$ cat src/rtl/imem_loader_if.sv
// imem_loader_if: byte-stream input and instruction-memory write/status bundle for the program loader.
interface imem_loader_if #(parameter int ADDR_W = 5);
    logic              in_valid;
    logic [7:0]        in_data;
    logic              in_ready;
    logic              wr_en;
    logic [ADDR_W-1:0] wr_addr;
    logic [31:0]       wr_data;
    logic              cpu_hold;
    logic              done;
    logic              error;
    modport master (output in_valid, in_data, input in_ready, wr_en, wr_addr, wr_data, cpu_hold, done, error);
    modport slave  (input in_valid, in_data, output in_ready, wr_en, wr_addr, wr_data, cpu_hold, done, error);
endinterface

$ cat src/rtl/imem_loader.sv
// imem_loader: fills instruction memory from a header/data/checksum byte stream, holding the core until a verified image is loaded.
module imem_loader #(
    parameter int DEPTH  = 32,
    parameter int ADDR_W = 5
) (
    input  logic         clk,
    input  logic         rst,
    imem_loader_if.slave bus
);
    typedef enum logic [2:0] {IDLE, LOAD, WRITE, CHECK, DONE, ERR} state_t;
    localparam logic [7:0] MAX_N = 8'(DEPTH);
    state_t            state_q, state_d;
    logic [7:0]        n_q, n_d, sum_q, sum_d;
    logic [1:0]        bcnt_q, bcnt_d;
    logic [ADDR_W-1:0] idx_q, idx_d, wr_addr_q, wr_addr_d;
    logic [31:0]       word_q, word_d, wr_data_q, wr_data_d;
    logic              wr_en_q, wr_en_d;
    logic              take;
    assign take         = bus.in_valid && bus.in_ready;
    assign bus.in_ready = !rst && state_q != WRITE;
    assign bus.wr_en    = wr_en_q && !rst;
    assign bus.wr_addr  = wr_addr_q;
    assign bus.wr_data  = wr_data_q;
    assign bus.cpu_hold = rst || state_q != DONE;
    assign bus.done     = !rst && state_q == DONE;
    assign bus.error    = !rst && state_q == ERR;
    always_comb begin
        state_d   = state_q;
        n_d       = n_q;
        sum_d     = sum_q;
        bcnt_d    = bcnt_q;
        idx_d     = idx_q;
        word_d    = word_q;
        wr_en_d   = 1'b0;
        wr_addr_d = wr_addr_q;
        wr_data_d = wr_data_q;
        case (state_q)
            IDLE, DONE, ERR: if (take) begin
                if (bus.in_data == 8'd0 || bus.in_data > MAX_N) begin
                    state_d = ERR;
                end else begin
                    state_d = LOAD;
                    n_d     = bus.in_data;
                    bcnt_d  = 2'd0;
                    idx_d   = '0;
                    sum_d   = 8'd0;
                end
            end
            LOAD: if (take) begin
                // bytes arrive LSB first, so shift in from the top
                word_d = {bus.in_data, word_q[31:8]};
                sum_d  = sum_q + bus.in_data;
                bcnt_d = bcnt_q + 2'd1;
                if (bcnt_q == 2'd3) begin
                    state_d   = WRITE;
                    wr_en_d   = 1'b1;
                    wr_addr_d = idx_q;
                    wr_data_d = {bus.in_data, word_q[31:8]};
                end
            end
            WRITE: begin
                if (8'(idx_q) + 8'd1 == n_q) begin
                    state_d = CHECK;
                end else begin
                    state_d = LOAD;
                    idx_d   = idx_q + 1'b1;
                    bcnt_d  = 2'd0;
                end
            end
            CHECK: if (take) state_d = (bus.in_data == sum_q) ? DONE : ERR;
            default: state_d = IDLE;
        endcase
    end
    always_ff @(posedge clk) begin
        if (rst) begin
            state_q   <= IDLE;
            n_q       <= 8'd0;
            sum_q     <= 8'd0;
            bcnt_q    <= 2'd0;
            idx_q     <= '0;
            word_q    <= 32'd0;
            wr_en_q   <= 1'b0;
            wr_addr_q <= '0;
            wr_data_q <= 32'd0;
        end else begin
            state_q   <= state_d;
            n_q       <= n_d;
            sum_q     <= sum_d;
            bcnt_q    <= bcnt_d;
            idx_q     <= idx_d;
            word_q    <= word_d;
            wr_en_q   <= wr_en_d;
            wr_addr_q <= wr_addr_d;
            wr_data_q <= wr_data_d;
        end
    end
endmodule

$ cat src/flat_wrapper.sv
// flat-port wrapper written by rule: the top's interface ports become plain ports
module imem_loader_flat 
#(
    parameter int DEPTH  = 32,
    parameter int ADDR_W = 5
)
  (clk, rst, bus_in_valid, bus_in_data, bus_in_ready, bus_wr_en, bus_wr_addr, bus_wr_data, bus_cpu_hold, bus_done, bus_error);
  imem_loader_if #(.ADDR_W(ADDR_W)) bus_i ();
  input  logic clk;
  input  logic rst;
  input wire logic [$bits(bus_i.in_valid)-1:0] bus_in_valid;
  input wire logic [$bits(bus_i.in_data)-1:0] bus_in_data;
  output wire logic [$bits(bus_i.in_ready)-1:0] bus_in_ready;
  output wire logic [$bits(bus_i.wr_en)-1:0] bus_wr_en;
  output wire logic [$bits(bus_i.wr_addr)-1:0] bus_wr_addr;
  output wire logic [$bits(bus_i.wr_data)-1:0] bus_wr_data;
  output wire logic [$bits(bus_i.cpu_hold)-1:0] bus_cpu_hold;
  output wire logic [$bits(bus_i.done)-1:0] bus_done;
  output wire logic [$bits(bus_i.error)-1:0] bus_error;
  assign bus_i.in_valid = bus_in_valid;
  assign bus_i.in_data = bus_in_data;
  assign bus_in_ready = bus_i.in_ready;
  assign bus_wr_en = bus_i.wr_en;
  assign bus_wr_addr = bus_i.wr_addr;
  assign bus_wr_data = bus_i.wr_data;
  assign bus_cpu_hold = bus_i.cpu_hold;
  assign bus_done = bus_i.done;
  assign bus_error = bus_i.error;
  imem_loader #(.DEPTH(DEPTH), .ADDR_W(ADDR_W)) u_core (.clk(clk), .rst(rst), .bus(bus_i));
endmodule
$ cat config.mk
export PLATFORM = sky130hd
export DESIGN_NAME = imem_loader_flat
export DESIGN_NICKNAME = d
export VERILOG_FILES = /design/src/rtl/imem_loader_if.sv /design/src/rtl/imem_loader.sv /design/src/flat_wrapper.sv
export SDC_FILE = /design/constraint.sdc
export NUM_CORES = 1
export LEC_CHECK = 0
export ABC_AREA = 0
export BUFFER_PORTS_ARGS = -buffer_cell sky130_fd_sc_hd__buf_4
export CORE_MARGIN = 4
export CORE_UTILIZATION = 57
export DETAILED_ROUTE_END_ITERATION = 8
export PLACE_DENSITY = 0.9
export SYNTH_ARGS = -nofsm -noshare
export SYNTH_HDL_FRONTEND = slang
export SYNTH_SLANG_ARGS = --single-unit
export TNS_END_PERCENT = 30
$ cat constraint.sdc
create_clock -name clk -period 2.5 [get_ports clk]
set_input_delay 0.5 -clock clk [delete_from_list [all_inputs] [get_ports clk]]
set_output_delay 0.5 -clock clk [all_outputs]
set_load 0.05 [all_outputs]
Word-level counts from Yosys, hierarchy flattened:

Index checks and enable logic that the tools add are counted.

* add/sub/neg operators: 4
* magnitude comparators: 1
* equality and inequality tests: 16
* mux-type cells: 22
* bitwise gates (word level): 3
* reduce and logical (&&, ||, !) cells: 22

Operator list (count)
* two-way mux 8 bit: 3
* == test 8 bit: 2
* one-hot mux 8 bit (2 select lines): 1
* two-way mux 3 bit: 5
* two-way mux 5 bit: 3
* one-hot mux 3 bit (4 select lines): 1
* AND reduction 4 bit: 3
* two-way mux 2 bit: 5
* one-hot mux 5 bit (2 select lines): 1
* adder 8 bit: 1
* > comparator 8 x 6 -> 1 bit (second input constant): 1
* zero test 8 bit: 1
* != test 2 x 1 -> 1 bit (second input constant): 4
* adder 5 x 1 -> 6 bit (second input constant): 1
* == test 3 x 2 -> 1 bit (second input constant): 2
* == test 3 bit (second input constant): 2
* one-hot mux 2 bit (3 select lines): 1
* AND reduction 3 bit: 2
* OR reduction 3 bit: 2
* adder 5 x 1 -> 5 bit (second input constant): 1
* logical AND 1 bit: 5
* AND reduction 5 bit: 1
* != test 2 bit (second input constant): 2
* nonzero test 2 bit: 2
* 12 further kinds: 16

* register bits: 96
* output and inout port bits: 42
* logic and storage cells: 77

Depth between registers and ports, before layout:

Gate-level depths: netlist (run 1).

* depth after elaboration: 5
* gate-level depth with buffers: 10
* mapped depth without buffers: 8

Worst setup path after synthesis (run 1):

No wires, ideal clock.

* kind: input to register
* from: input bus_in_data[1]
* to: register u_core.sum_q[7]
* library setup time: 0.073 ns
* arrival time: 2.229 ns
* required time: 2.427 ns
* slack: 0.198 ns
* stages on the path: 7
* cells stage by stage: ha_1 -> a21o_1 -> a211o_1 -> a2111o_1 -> nand3_1 -> or4b_1 -> o211ai_2

* word-level cells in the longest chain between the ends: 4
* elaborated cells between the ends (all ways): 8
* classes of those cells: add/sub: 1; order compare: 1; eq/ne: 1; mux: 2; reduce/logical: 3

Ends and longest elaborated chain
* start: declaration: RTL line flat_wrapper.sv:12 `input wire logic [$bits(bus_i.in_data)-1:0] bus_in_data;`
* > comparator 8 x 6 -> 1 bit / zero test 8 bit (equally long branches): RTL line imem_loader.sv:39 `if (bus.in_data == 8'd0 || bus.in_data > MAX_N) begin`
* logical OR 1 bit: RTL line imem_loader.sv:39
* != test 2 bit (no source line)
* AND reduction 4 bit (no source line)
* end signal: assignment: RTL line imem_loader.sv:88 `sum_q <= sum_d;`
* end: declaration: RTL line imem_loader.sv:13 `logic [7:0] n_q, n_d, sum_q, sum_d;`

Several ways; a longest one is shown, not always the timed one. The select of a mux whose other input is x is not followed.
A chain may end at the register's enable or synchronous reset.

Worst setup path after layout (run 1):

* from: register u_core.sum_q[1]
* to: register u_core.sum_q[7]

* word-level cells in the longest chain between the ends: 3

Ends and longest elaborated chain
* adder 8 bit: RTL line imem_loader.sv:52 `sum_d = sum_q + bus.in_data;`
* two-way mux 8 bit: RTL line imem_loader.sv:49 `LOAD: if (take) begin`
* one-hot mux 8 bit (2 select lines): RTL line imem_loader.sv:37 `case (state_q)`

No other way between the ends. The select of a mux whose other input is x is not followed.

==> key figures, run 1 <==
STA
  – Max-slew violations: 0
  – Clk_skew: 8.14 ps
  – Final setup violation count: 0
  – Final period util: 89.7%
  – Fin. Hold Viols: 0
  – F_max: 446 MHz
  – Fin Setup TNS: 0 ps
  – Worst relative slew slack: 51.5%
  – Least-Margin Pin Slew: 728 ps
  – RSZ-0062 raised after global routing: false
  – Final min period: 2240 ps

CTS
  – Total CTS buffers: 9
  – Resized cells post-CTS: 0
  – # hold bufs at CTS: 0
  – Setup Buffers After CTS: 0
  – CTS Sinks: 88
  – CTS HTree Levels: 3
  – CTS tree: built
  – Reg clk slew, reported paths: 90 ps
  – Skew-Pair Late Insertion Delay: 360 ps
  – Clock tree buffer depth: 2
  – Clk root buf: clkbuf_8

Power
  – Peak supply drop: 498 uV
  – Int Power: 1.98 mW
  – Power Total: 2.64 mW
  – Combinational share of power: 6.8%
  – Sw Ratio: 25.2%
  – Leakage: 1.79 nW
  – Seq pwr share: 54.0%
  – Psw: 665 uW
  – Power Dens Cells: 595 nW/um2
  – Clock network fraction of total power: 39.2%

Cells and area
  – Nets: 538
  – Post-Layout Cell Count: 599
  – Final instance area: 4450 um2
  – Most frequent cells in the layout: 137 x nand2_1, 88 x dfxtp_1, 75 x a21oi_1
  – Multi-input logic area: 1870 um2
  – Antenna Cells: 0
  – Filler cells: 497
  – Reg area: 1760 um2
  – Commonest non-fill, non-tap cell in the layout: nand2_1
  – Share of post-route cells with drive strength above 1: 17.0%
  – Area grow syn2layout: 16.8%

Worst setup path
  – Launch point of the worst path: u_core.sum_q[1]
  – R2r startpoint: u_core.sum_q[1]
  – Crit-path leading delay family: compound AO/OA/AOI/OAI gates
  – Crit path to: u_core.sum_q[7]
  – CP max stage delay: 460 ps
  – Crit path capture type: flip-flop
  – Critical Path Slowest Stage Cell: or4b_1
  – WP data required: 2800 ps
  – Critical Path AT: 2540 ps
  – R2r worst-path depth: 7
  – R2r setup slk: 260 ps
  – Setup CP Type: flip-flop to flip-flop
  – CP bufs+invs: 0
  – Critical path launch point type: flip-flop
  – FF-to-FF End: u_core.sum_q[7]
  – Crit path depth: 7
  – Worst Path Max Fanout: 3
  – CP cell instances: ha_1, a21o_1, a211o_1, a2111o_1, nand3_1, or4b_1, o211ai_2

Placement
  – Port bufs: 52
  – Routability congestion estimate: 0.880
  – DP HPWL: 6010 um
  – Area post-placement: 4240 um2
  – Placed Cells: 583

Global route
  – Initial antenna violation count: 0
  – Grt total ovfl: 0
  – Tot GR Track Use: 22.7%
  – Number of global-route vias before repair: 3343
  – Largest net degree at the start of global routing: 77
  – First-pass GRT wire length: 15300 um

Logic synthesis
  – Avg Inst Size Synth: 8.04 um2
  – EDFF count, synth: 0
  – Synth Net Count: 495
  – Asr flop ratio synth: 0%
  – #FFs+latches synth: 88
  – Seq/Total Area, Yosys: 46.3%
  – Ys flop type: dfxtp_1
  – Post-synth cell types: 50
  – Synth Instances: 474
  – Post-Syn Area: 3810 um2
  – Warnings from Yosys: 0

Run status
  – Outcome: finished clean

Routing
  – DRT Pass-1 Iters: 5
  – DRT Wirelength: 8920 um
  – Iter 0 DRT Violations: 282
  – DR vias/cell: 5.73
  – WL per Instance: 14.9 um
  – Antenna-violating nets left: 0
  – Total number of vias: 3433
  – DRC: 0

Floorplanning
  – Die Ht: 89.7 um
  – Core area: 6420 um2
  – Site Rows: 29
  – Die width: 89.7 um
  – IO Pins: 53
  – Die ar.: 8050 um2
  – Initial core utilization: 59.3%

Hold path
  – Worst hold stages: 2
  – Min-Delay Path Class: input pin to flip-flop

Job
  – MaxCap Viol Count: 0
==> synthesized netlist by cell type (2+ instances only) <==
cell type / count / area, um2
a31oi_1: 7 / 43.8
dfxtp_1: 88 / 1760
buf_6: 3 / 33.8
or4b_1: 2 / 20.0
nor3_1: 2 / 10.0
a21oi_1: 75 / 375
nor4_1: 6 / 37.5
xor2_1: 7 / 61.3
and3_1: 3 / 18.8
o21ai_0: 7 / 35.0
nor2b_1: 7 / 43.8
nand2_1: 137 / 514
buf_2: 7 / 35.0
and3b_1: 2 / 17.5
nor2_1: 20 / 75.1
buf_1: 3 / 11.3
o22ai_1: 2 / 12.5
mux2i_1: 8 / 80.1
nand3_1: 13 / 65.1
xnor2_1: 5 / 43.8
o21ai_1: 2 / 10.0
o31ai_1: 3 / 22.5
clkbuf_1: 18 / 67.6
a21o_1: 3 / 22.5
ha_1: 9 / 113
inv_1: 6 / 22.5
nand4_1: 3 / 18.8
nand2b_1: 4 / 25.0
==> power groups by stage <==
stage	clock [mW]	combinational (mW)	sequential (mW)
after global routing	1.11	0.195	1.43
after detailed placement	0	0.176	1.46
after CTS	1.05	0.177	1.43
after global placement	0	0.170	1.46
final	1.04	0.179	1.43
after floorplan	0	0.128	1.45
==> worst register-to-register path, cell delays in order (launching register included) <==
cell	delay [ps]
dfxtp_1	420
ha_1	280
a21o_1	180
a211o_1	300
a2111o_1	380
nand3_1	80
or4b_1	460
o211ai_2	90
==> state kept, by name (all words and copies together) (netlist names) <==
register            count
u_core.bus.wr_data     32
u_core.wr_en_q          1
u_core.bus.wr_addr      5
u_core.sum_q            8
u_core.idx_q            5
u_core.state_q          3
u_core.word_q          24
u_core.n_q              8
u_core.bcnt_q           2
==> logic make-up after synthesis <==
group / after synthesis / share of synthesized area [%]
AND/OR/NAND/NOR: 208 / 24.3
AO/OA/AOI/OAI: 109 / 16.2
flip-flops: 88 / 46.3
buffers and inverters: 38 / 4.60
XOR/XNOR: 12 / 2.76
adder cells (fa/ha/maj): 10 / 3.48
multiplexers: 9 / 2.40
==> worst min path at each step <==
stage / from / endpoint
2_1_floorplan: u_core.bcnt_q[0] / u_core.bcnt_q[0]
3_3_place_gp: u_core.bcnt_q[0] / u_core.bcnt_q[0]
3_5_place_dp: u_core.word_q[11] / u_core.word_q[11]
4_1_cts: rst / u_core.state_q[2]
5_1_grt: rst / u_core.sum_q[0]
6_report: rst / u_core.sum_q[0]
==> final cells by class <==
type	count	area share (%)
clock buffer	10	3.09
clock inverter	6	1.69
inverter	6	0.506
multi-input combinational	348	42.1
sequential	88	39.6
tap	77	2.17
timing repair buffer	64	10.8
==> through the flow <==
step | util [%] | worst slack [ps] | hold WS, ps
2_1_floorplan | - | 198 | 424
3_3_place_gp | 65.9 | 46.0 | 441
3_5_place_dp | 65.9 | 7.25 | 448
4_1_cts | 69.3 | 282 | 390
5_1_grt | 69.3 | 159 | 405
6_report | 69.3 | 257 | 404
==> per-layer routing <==
layer	vias up	part of all wire, %	GRT usage, %
li1	1685	-	-
met1	1632	42	27.4
met2	103	51	39.4
met3	13	6.1	4.92
met4	0	1.3	8.68
met5	-	0	0
Note: power is estimated with default switching activity, not from simulation.
==> run 2, diff against run 1 <==
Settings changed: CORE_UTILIZATION 57 to 59, CTS_BUF_LIST set to sky130_fd_sc_hd__clkbuf_8, PLACE_DENSITY 0.9 to 0.93.
==> key figures, run 2 (synthesis results as in run 1) <==
Routing
  – WL per Instance: 15.3 um (+2.6%)
  – Iter 0 DRT Violations: 216 (-23%)
  – DR vias/cell: 5.83 (+1.7%)
  – Total number of vias: 3491 (+1.7%)
  – DRC: 0 (unchanged)
  – DRT Wirelength: 9160 um (+2.6%)
  – Antenna-violating nets left: 0 (unchanged)
  – DRT Pass-1 Iters: 5 (unchanged)

STA
  – Final setup violation count: 0 (unchanged)
  – RSZ-0062 raised after global routing: false
  – Fin Setup TNS: 0 ps (unchanged)
  – Worst relative slew slack: 48.5% (-2.9 points)
  – Clk_skew: 6.50 ps (-1.64 ps)
  – F_max: 452 MHz (+1.4%)
  – Final Worst Setup Slack: 287 ps (+30.0 ps)
  – Final period util: 88.5% (-1.2 points)
  – Max-slew violations: 0 (unchanged)
  – Fin. Hold Viols: 0 (unchanged)
  – Least-Margin Pin Slew: 772 ps (+43.9 ps)
  – Final min period: 2210 ps (-30.0 ps)

Global route
  – Tot GR Track Use: 24.2% (+1.6 points)
  – Initial antenna violation count: 0 (unchanged)
  – First-pass GRT wire length: 14900 um (-2.8%)
  – Largest net degree at the start of global routing: 80 (+3.9%)
  – Grt total ovfl: 0 (unchanged)
  – Number of global-route vias before repair: 3247 (-2.9%)

Worst setup path
  – Worst Path Max Fanout: 3 (unchanged)
  – Critical Path Slowest Stage Cell: or4b_1
  – Critical path launch point type: flip-flop
  – Crit path capture type: flip-flop
  – Critical Path AT: 2500 ps (-40 ps)
  – CP cell instances: ha_1, a21o_1, a211o_1, a2111o_1, nand3_1, or4b_1, o211ai_2
  – CP bufs+invs: 0 (unchanged)
  – WP data required: 2790 ps (about the same)
  – R2r setup slk: 290 ps (+30 ps)
  – CP max stage delay: 440 ps (-20 ps)
  – Crit path depth: 7 (unchanged)
  – Crit-path leading delay family: compound AO/OA/AOI/OAI gates
  – Setup CP Type: flip-flop to flip-flop
  – R2r worst-path depth: 7 (unchanged)

Power
  – Power Dens Cells: 620 nW/um2 (+4.3%)
  – Peak supply drop: 569 uV (+14%)
  – Leakage: 1.81 nW (+1.2%)
  – Power Total: 2.79 mW (+5.4%)

Placement
  – Port bufs: 52 (unchanged)
  – Post-Place Setup Slack: 3.01 ps (-4.24 ps)
  – DP HPWL: 6160 um (+2.5%)
  – Routability congestion estimate: 0.840 (-4.4%)

Cells and area
  – Most frequent cells in the layout: 137 x nand2_1, 88 x dfxtp_1, 75 x a21oi_1
  – Max reg flops: 32 (unchanged)
  – Nets: 539 (+0.19%)
  – Area grow syn2layout: 18.0%
  – Share of post-route cells with drive strength above 1: 17.0% (unchanged)
  – Filler cells: 483 (-2.8%)
  – Commonest non-fill, non-tap cell in the layout: nand2_1
  – Antenna Cells: 0 (unchanged)

CTS
  – CTS Sinks: 88 (unchanged)
  – Resized cells post-CTS: 0 (unchanged)
  – Total CTS buffers: 9 (unchanged)
  – Setup Buffers After CTS: 0 (unchanged)
  – Reg clk slew, reported paths: 80 ps (about the same)
  – Skew-Pair Late Insertion Delay: 360 ps (about the same)
  – # hold bufs at CTS: 0 (unchanged)
  – Clk root buf: clkbuf_8
  – Clock tree buffer depth: 2 (unchanged)
  – CTS HTree Levels: 3 (unchanged)
  – CTS tree: built

Floorplanning
  – Initial core utilization: 60.3% (+1.0 points)
  – IO Pins: 53 (unchanged)
  – Die Ht: 88.3 um (-1.6%)
  – Site Rows: 29 (unchanged)
  – Die width: 88.3 um (-1.6%)
  – Die ar.: 7800 um2 (-3.1%)
  – Core area: 6310 um2 (-1.7%)

Hold path
  – Min-Delay Path Class: input pin to flip-flop
  – Worst hold stages: 2 (unchanged)

Run status
  – Outcome: finished clean

Job
  – MaxCap Viol Count: 0 (unchanged)
[run 2: worst reg2reg max path, delay by kind of cell, from the launching register on]
family | cells | cell delay, ps
compound gates | 4 | 970
simple gates | 2 | 520
flops | 1 | 390
fa+ha+maj | 1 | 270
[run 2: metrics by stage]
step | utilization (%) | cells | hold WS [ps] | area [um2]
after global placement | 67.4 | 584 | 438 | 4260
final | 71.2 | 599 | 395 | 4500
after floorplan | - | 474 | 424 | 3810
after CTS | 71.2 | 599 | 386 | 4500
after global routing | 71.2 | 599 | 390 | 4500
after detailed placement | 67.4 | 584 | 446 | 4260
[run 2: layout make-up]
class,instances,area (um2),share of cell area [%]
Multi-Input combinational cell,348,1870,41.7
Tap cell,77,96.3,2.14
Clock buffer,9,124,2.76
Sequential cell,88,1760,39.2
Timing Repair Buffer,65,500,11.1
Inverter,6,22.5,0.501
Clock inverter,6,116,2.59
[run 2: path summary, 6_finish.rpt]
kind	start	to
worst max-delay path	u_core.sum_q[1]	u_core.sum_q[7]
worst min-delay path	rst	u_core.sum_q[5]
worst max register to register	u_core.sum_q[1]	u_core.sum_q[7]
worst min register to register	u_core.word_q[10]	u_core.bus.wr_data[2]
[run 2: power by group]
group | internal, mW | switching [mW]
logic | 0.0649 | 0.115
registers | 1.41 | 0.0164
clock network | 0.665 | 0.513
[run 2: routing by layer]
layer  vias to the layer above  wire length [um]  share of wire [%]  GRT usage [%]
met5                         -                 0                  0              0
met4                         0               286                3.1           13.3
met3                        28               502                5.5           3.82
met2                       117              4500                 49           40.2
met1                      1655              3870                 42           30.1
li1                       1691                 -                  -              -
